## src/rtl/ie_stack_seq_if.sv

```systemverilog
// ie_stack_seq_if: IE memory bus between the stack sequencer (master) and memory (slave).
interface ie_stack_seq_if #(
    parameter int ADDR_W = 16,
    parameter int DATA_W = 8
);
    logic [ADDR_W-1:0] mem_addr;
    logic [DATA_W-1:0] mem_data_out;
    logic [DATA_W-1:0] mem_data_in;
    logic              mem_write_en;
    modport master (output mem_addr, mem_data_out, mem_write_en, input mem_data_in);
    modport slave (input mem_addr, mem_data_out, mem_write_en, output mem_data_in);
endinterface

```

## src/rtl/ie_stack_seq.sv

```systemverilog
// ie_stack_seq: multi-byte stack push/pull sequencer owning sp for the IE stage.
// Optional wrap_err output is enabled by defining IE_STACK_WRAP_DETECT_EN.
module ie_stack_seq #(
    parameter int ADDR_W = 16,
    parameter int DATA_W = 8,
    parameter int SP_W = 8,
    parameter logic [ADDR_W-SP_W-1:0] STACK_PAGE = 8'h01,
    parameter int MAX_BYTES = 4,
    parameter int RD_LAT = 2,
    parameter logic [SP_W-1:0] SP_RESET = 8'hFD,
    localparam int CW = $clog2(MAX_BYTES + 1)
) (
    input  logic                          clk,
    input  logic                          rst,
    input  logic                          start,
    input  logic                          op,
    input  logic [CW-1:0]                 count,
    input  logic [MAX_BYTES*DATA_W-1:0]   push_data,
    output logic [MAX_BYTES*DATA_W-1:0]   pull_data,
    output logic                          busy,
    output logic                          done,
    output logic [SP_W-1:0]               sp,
    input  logic                          sp_load,
    input  logic [SP_W-1:0]               sp_load_val,
`ifdef IE_STACK_WRAP_DETECT_EN
    output logic                          wrap_err,
`endif
    ie_stack_seq_if.master                mem
);
    localparam logic [1:0] IDLE = 2'd0, PUSH = 2'd1, PULL_WAIT = 2'd2, DONE = 2'd3;
    localparam int LW = $clog2(RD_LAT + 1);
    localparam logic [CW-1:0] MAXB = CW'(MAX_BYTES);
    localparam logic [LW-1:0] LAT0 = LW'(RD_LAT - 1);

    logic [1:0] state;
    logic [CW-1:0] n_req, n_r, idx;
    logic [LW-1:0] lat_c;
    logic [MAX_BYTES*DATA_W-1:0] push_r;
    logic [SP_W-1:0] sp_inc, sp_dec;
    logic accept, push_last, pull_smp, pull_last;

    assign n_req = count > MAXB ? MAXB : count;
    assign sp_inc = sp + 1'b1;
    assign sp_dec = sp - 1'b1;
    assign accept = state == IDLE && !sp_load && start;
    assign push_last = state == PUSH && idx == '0;
    assign pull_smp = state == PULL_WAIT && lat_c == '0;
    assign pull_last = pull_smp && idx + 1'b1 == n_r;

    // push: idx counts bytes still to write; pull: idx is the byte being fetched
    always_ff @(posedge clk or negedge rst) begin
        if (!rst) begin
            state <= IDLE;
            sp <= SP_RESET;
            busy <= 1'b0;
            done <= 1'b0;
            pull_data <= '0;
            push_r <= '0;
            n_r <= '0;
            idx <= '0;
            lat_c <= '0;
            mem.mem_addr <= '0;
            mem.mem_data_out <= '0;
            mem.mem_write_en <= 1'b0;
        end else begin
            case (state)
                IDLE: begin
                    if (sp_load) sp <= sp_load_val;
                    else if (accept) begin
                        n_r <= n_req;
                        push_r <= push_data;
                        idx <= '0;
                        lat_c <= LAT0;
                        if (op) pull_data <= '0;
                        if (n_req == '0) begin
                            state <= DONE;
                            done <= 1'b1;
                        end else if (!op) begin
                            state <= PUSH;
                            busy <= 1'b1;
                            mem.mem_addr <= {STACK_PAGE, sp};
                            mem.mem_data_out <= push_data[(n_req - 1'b1)*DATA_W +: DATA_W];
                            mem.mem_write_en <= 1'b1;
                            sp <= sp_dec;
                            idx <= n_req - 1'b1;
                        end else begin
                            state <= PULL_WAIT;
                            busy <= 1'b1;
                            mem.mem_addr <= {STACK_PAGE, sp_inc};
                            sp <= sp_inc;
                        end
                    end
                end
                PUSH: begin
                    if (push_last) begin
                        state <= DONE;
                        done <= 1'b1;
                        busy <= 1'b0;
                        mem.mem_write_en <= 1'b0;
                    end else begin
                        mem.mem_addr <= {STACK_PAGE, sp};
                        mem.mem_data_out <= push_r[(idx - 1'b1)*DATA_W +: DATA_W];
                        sp <= sp_dec;
                        idx <= idx - 1'b1;
                    end
                end
                PULL_WAIT: begin
                    if (!pull_smp) lat_c <= lat_c - 1'b1;
                    else begin
                        pull_data[idx*DATA_W +: DATA_W] <= mem.mem_data_in;
                        if (pull_last) begin
                            state <= DONE;
                            done <= 1'b1;
                            busy <= 1'b0;
                        end else begin
                            mem.mem_addr <= {STACK_PAGE, sp_inc};
                            sp <= sp_inc;
                            idx <= idx + 1'b1;
                            lat_c <= LAT0;
                        end
                    end
                end
                default: begin
                    state <= IDLE;
                    done <= 1'b0;
                end
            endcase
        end
    end

`ifdef IE_STACK_WRAP_DETECT_EN
    logic wrap_acc, wrap_ev;

    assign wrap_ev = (accept && n_req != '0 && (op ? &sp : sp == '0)) ||
                     (state == PUSH && !push_last && sp == '0) ||
                     (pull_smp && !pull_last && &sp);

    always_ff @(posedge clk or negedge rst) begin
        if (!rst) begin
            wrap_acc <= 1'b0;
            wrap_err <= 1'b0;
        end else if (accept) begin
            wrap_acc <= wrap_ev;
            wrap_err <= 1'b0;
        end else begin
            wrap_acc <= wrap_acc | wrap_ev;
            if (push_last || pull_last) wrap_err <= wrap_acc;
        end
    end
`endif
endmodule

```

## src/flat_wrapper.sv

```systemverilog
// flat-port wrapper written by rule: the top's interface ports become plain ports
module ie_stack_seq_flat 
#(
    parameter int ADDR_W = 16,
    parameter int DATA_W = 8,
    parameter int SP_W = 8,
    parameter logic [ADDR_W-SP_W-1:0] STACK_PAGE = 8'h01,
    parameter int MAX_BYTES = 4,
    parameter int RD_LAT = 2,
    parameter logic [SP_W-1:0] SP_RESET = 8'hFD,
    localparam int CW = $clog2(MAX_BYTES + 1)
)
  (clk, rst, start, op, count, push_data, pull_data, busy, done, sp, sp_load, sp_load_val, mem_mem_addr, mem_mem_data_out, mem_mem_write_en, mem_mem_data_in);
  ie_stack_seq_if #(.ADDR_W(ADDR_W), .DATA_W(DATA_W)) mem_i ();
  input  logic clk;
  input  logic rst;
  input  logic start;
  input  logic op;
  input  logic [CW-1:0] count;
  input  logic [MAX_BYTES*DATA_W-1:0] push_data;
  output logic [MAX_BYTES*DATA_W-1:0] pull_data;
  output logic busy;
  output logic done;
  output logic [SP_W-1:0] sp;
  input  logic sp_load;
  input  logic [SP_W-1:0] sp_load_val;
  output wire logic [$bits(mem_i.mem_addr)-1:0] mem_mem_addr;
  output wire logic [$bits(mem_i.mem_data_out)-1:0] mem_mem_data_out;
  output wire logic [$bits(mem_i.mem_write_en)-1:0] mem_mem_write_en;
  input wire logic [$bits(mem_i.mem_data_in)-1:0] mem_mem_data_in;
  assign mem_mem_addr = mem_i.mem_addr;
  assign mem_mem_data_out = mem_i.mem_data_out;
  assign mem_mem_write_en = mem_i.mem_write_en;
  assign mem_i.mem_data_in = mem_mem_data_in;
  ie_stack_seq #(.ADDR_W(ADDR_W), .DATA_W(DATA_W), .SP_W(SP_W), .STACK_PAGE(STACK_PAGE), .MAX_BYTES(MAX_BYTES), .RD_LAT(RD_LAT), .SP_RESET(SP_RESET)) u_core (.clk(clk), .rst(rst), .start(start), .op(op), .count(count), .push_data(push_data), .pull_data(pull_data), .busy(busy), .done(done), .sp(sp), .sp_load(sp_load), .sp_load_val(sp_load_val), .mem(mem_i));
endmodule
```

## config.mk

```make
export PLATFORM = sky130hd
export DESIGN_NAME = ie_stack_seq_flat
export DESIGN_NICKNAME = d
export VERILOG_FILES = /design/src/rtl/ie_stack_seq_if.sv /design/src/rtl/ie_stack_seq.sv /design/src/flat_wrapper.sv
export SDC_FILE = /design/constraint.sdc
export NUM_CORES = 1
export LEC_CHECK = 0
export CAP_MARGIN = 15
export CORE_MARGIN = 8
export CORE_UTILIZATION = 53
export CTS_BUF_LIST = sky130_fd_sc_hd__clkbuf_4 sky130_fd_sc_hd__clkbuf_8
export CTS_CLUSTER_DIAMETER = 120
export DETAILED_ROUTE_END_ITERATION = 12
export GPL_ROUTABILITY_DRIVEN = 0
export MAX_ROUTING_LAYER = met4
export PLACE_DENSITY = 0.83
export SETUP_SLACK_MARGIN = 0.2
export SYNTH_ARGS = -nofsm -noshare
export SYNTH_HDL_FRONTEND = slang
export SYNTH_SLANG_ARGS = --single-unit
```

## constraint.sdc

```tcl
create_clock -name clk -period 2.9 [get_ports clk]
set_clock_uncertainty 0.1 [all_clocks]
set_input_delay 0.435 -clock clk [delete_from_list [all_inputs] [get_ports clk]]
set_output_delay 0.435 -clock clk [all_outputs]
set_load 0.01 [all_outputs]
```

==> metrics.json <==
{
  "p_per_area_nw_per_um2": 1040,
  "static-leakage-power_nw": 3.04,
  "cts.htree.levels": 3,
  "clock_insertion_delay_worst_skew_ps": 360,
  "endpoint_kind": "register",
  "p_sw_frac": 0.420,
  "drt-wirelength-per-cell_um": 18.1,
  "hpwl_detailed_um": 11300,
  "coreArea_um2": 10800,
  "timing.rr.start": "u_core.idx[0]",
  "intPower_mw": 4.44,
  "synthesis.area_um2": 5840,
  "synth.ff_latch_count": 102,
  "crit_type": "reg -> reg",
  "synth_enable_flop_cells": 0,
  "period_share": 0.875,
  "share_comb_of_total_power": 0.544,
  "layout_setup_ws_ps": 363,
  "ioPinCount": 123,
  "postRouteAntennaNets": 0,
  "syn_avg_cell_area_um2": 9.85,
  "cts_hold_buffers": 0,
  "layout-drive-gt1-share": 0.142,
  "antenna_violations_before_repair": 0,
  "antenna-diode-count": 0,
  "yosysSeqAreaShare": 0.439,
  "power_frac_seq": 0.323,
  "totalNegativeSetupSlack_ps": 0,
  "tritoncts": "yes",
  "io_buffer_count": 115,
  "finalSetupViolCount": 0,
  "rows": 38,
  "asyncSetResetFlopFracSynth": 1.00,
  "floorplan.die_area_um2": 14600,
  "setup_repair_after_global_routing_missed_its_margin": "false",
  "grt.overflow.total": 0,
  "totalPowerFinal_mw": 7.66,
  "critical_path.startpoint": "u_core.idx[0]",
  "worst_ir_drop_on_vdd_mv": 0.548,
  "area_delta_synth_final_pct": 26.2,
  "total_switching_power_mw": 3.21,
  "number_of_failing_hold_endpoints_at_the_final_stage": 0,
  "global_route_wire_length_before_repair_um": 25000,
  "synth_top_flop_cell": "sky130_fd_sc_hd__dfrtp_1",
  "drc_errors": 0,
  "detailedRoute.firstIterationViolations": 342,
  "reg2reg_to": "u_core.busy",
  "crit_path_max_fanout": 7,
  "ctsRootBufferMaster": "sky130_fd_sc_hd__clkbuf_8",
  "buffer_levels_on_the_longest_clock_path": 2,
  "synth_cells": 593,
  "slew_headroom": 0.420,
  "synthDistinctLibCells": 62,
  "finalWirelength_um": 15300,
  "die_height_um": 121,
  "cts.reportedPaths.clkPinSlew_ps": 100,
  "grt_start_max_net_pins": 53,
  "reg2reg_setup_slack_ps": 360,
  "max_cap_violations": 0,
  "preCtsSetupSlack_ps": 92.3,
  "die_width_um": 121,
  "min_path_type": "in -> async",
  "clockPowerShare": 0.133,
  "vias_in_the_first_global_route": 5053,
  "data_required_time_of_the_worst_path_ps": 3040,
  "clkSinkCount": 102,
  "clock.fmax_mhz": 394,
  "outcome": "completed",
  "cts_made_buffers": 9,
  "synthesis.yosys.warnings": 0,
  "vias_per_cell": 5.88,
  "min_period_ps": 2540,
  "groute.usage.overall": 0.215,
  "tightest_slew_ps": 869,
  "timing.final.max_slew_violations": 0,
  "design.final.nets": 769,
  "num_vias": 4951,
  "detail_route.first_pass.iterations": 4,
  "critical_path.startpoint_type": "register",
  "start_util": 0.541,
  "cp.arrival_ps": 2680,
  "rr_worst_depth": 7
}
worst max-delay path by stage:
| stage | end | slack, ps | cells after the start |
|---|---|---|---|
| 2_1_floorplan | u_core.mem.mem_data_out[6] | 270 | 10 |
| 3_3_place_gp | u_core.mem.mem_data_out[4] | 230 | 10 |
| 3_5_place_dp | u_core.mem.mem_data_out[6] | 90 | 10 |
| 4_1_cts | u_core.busy | 260 | 7 |
| 5_1_grt | u_core.busy | 250 | 7 |
| 6_report | u_core.busy | 360 | 7 |
layout by cell type (no fill, tap or decap), drive strengths merged, types with 8 or more instances in the layout:
cell	count
a21oi	17
dfrtp	95
a31oi	11
clkdlybuf4s50	114
a211oi	8
buf	22
ha	16
nand2	97
xor2	9
mux2	35
mux4	16
a22o	10
o21ai	54
nand2b	11
inv	19
nand3	8
clkbuf	9
nor2	32
registers in the layout (all words and copies together), names as in the netlist, 3 cells and up:
signal,cells
u_core.pull_data,32
u_core.push_r,32
u_core.mem.mem_addr,9
u_core.mem.mem_data_out,8
u_core.sp,8
u_core.idx,3
u_core.n_r,3
timing repair:
item,CTS,global route
setup endpoints to repair,0,9
gates resized for setup,0,1
buffers inserted,0,1
routing by layer:
metal	vias to the layer above	global-route usage	wire, um
li1	2323	-	-
met1	2396	0.268	6640
met2	213	0.350	7330
met3	19	0.0340	1110
met4	0	0.0703	189
met5	-	-	0
layout make-up:
class	count	area, um2
Sequential cell	102	2560
Inverter	18	67.6
Clock inverter	7	103
Clock buffer	9	124
Timing Repair Buffer	136	1320
Multi-Input combinational cell	430	3020
Tap cell	140	175
Fill cell	831	3420
synth_stat cells (8+ instances only):
| cell type | number | area [um2] |
|---|---|---|
| sky130_fd_sc_hd__ha_1 | 16 | 200 |
| sky130_fd_sc_hd__nand2_1 | 97 | 364 |
| sky130_fd_sc_hd__nand3_1 | 8 | 40.0 |
| sky130_fd_sc_hd__nand2b_1 | 11 | 68.8 |
| sky130_fd_sc_hd__dfrtp_1 | 95 | 2380 |
| sky130_fd_sc_hd__inv_1 | 16 | 60.1 |
| sky130_fd_sc_hd__o21ai_0 | 54 | 270 |
| sky130_fd_sc_hd__a31oi_1 | 11 | 68.8 |
| sky130_fd_sc_hd__mux2_2 | 34 | 383 |
| sky130_fd_sc_hd__a21oi_1 | 17 | 85.1 |
| sky130_fd_sc_hd__mux4_2 | 16 | 360 |
| sky130_fd_sc_hd__a22o_1 | 10 | 87.6 |
| sky130_fd_sc_hd__xor2_1 | 9 | 78.8 |
| sky130_fd_sc_hd__nor2_1 | 32 | 120 |
| sky130_fd_sc_hd__clkbuf_1 | 32 | 120 |
worst max-delay path, stage by stage (launching register included):
cell	delay, ps
sky130_fd_sc_hd__dfrtp_1	430
sky130_fd_sc_hd__inv_1	190
sky130_fd_sc_hd__ha_1	290
sky130_fd_sc_hd__xnor2_1	200
sky130_fd_sc_hd__nand4_2	220
sky130_fd_sc_hd__a2111o_1	450
sky130_fd_sc_hd__nor3b_2	190
sky130_fd_sc_hd__mux2_1	340
power by group through the flow:
stage / clock (mW) / sequential [mW] / combinational, mW
3_5_place_dp: 0 / 2.48 / 4.13
5_1_grt: 1.10 / 2.54 / 4.55
6_report: 1.02 / 2.47 / 4.17
4_1_cts: 1.04 / 2.46 / 4.15
3_3_place_gp: 0 / 2.45 / 3.97
2_1_floorplan: 0 / 2.31 / 2.92
logic make-up after synthesis:
| kind of cell | Yosys count | share of synthesized area |
|---|---|---|
| fa+ha+maj | 16 | 0.0343 |
| mux | 55 | 0.136 |
| simple gates | 187 | 0.148 |
| xor+xnor | 16 | 0.0264 |
| buf+inv | 67 | 0.0489 |
| other cells | 1 | 0.000642 |
| flops | 102 | 0.439 |
| compound gates | 149 | 0.167 |
stage by stage:
| step | utilization | hold WS [ps] | instances | instance area [um2] |
|---|---|---|---|---|
| floorplan | - | 39.4 | 599 | 5860 |
| global placement | 0.661 | 353 | 825 | 7130 |
| detailed placement | 0.661 | 357 | 825 | 7130 |
| CTS | 0.682 | 16.6 | 841 | 7360 |
| global route | 0.683 | 49.6 | 842 | 7370 |
| finish | 0.683 | 3.65 | 842 | 7370 |
Power figures use the tool's default switching activity.
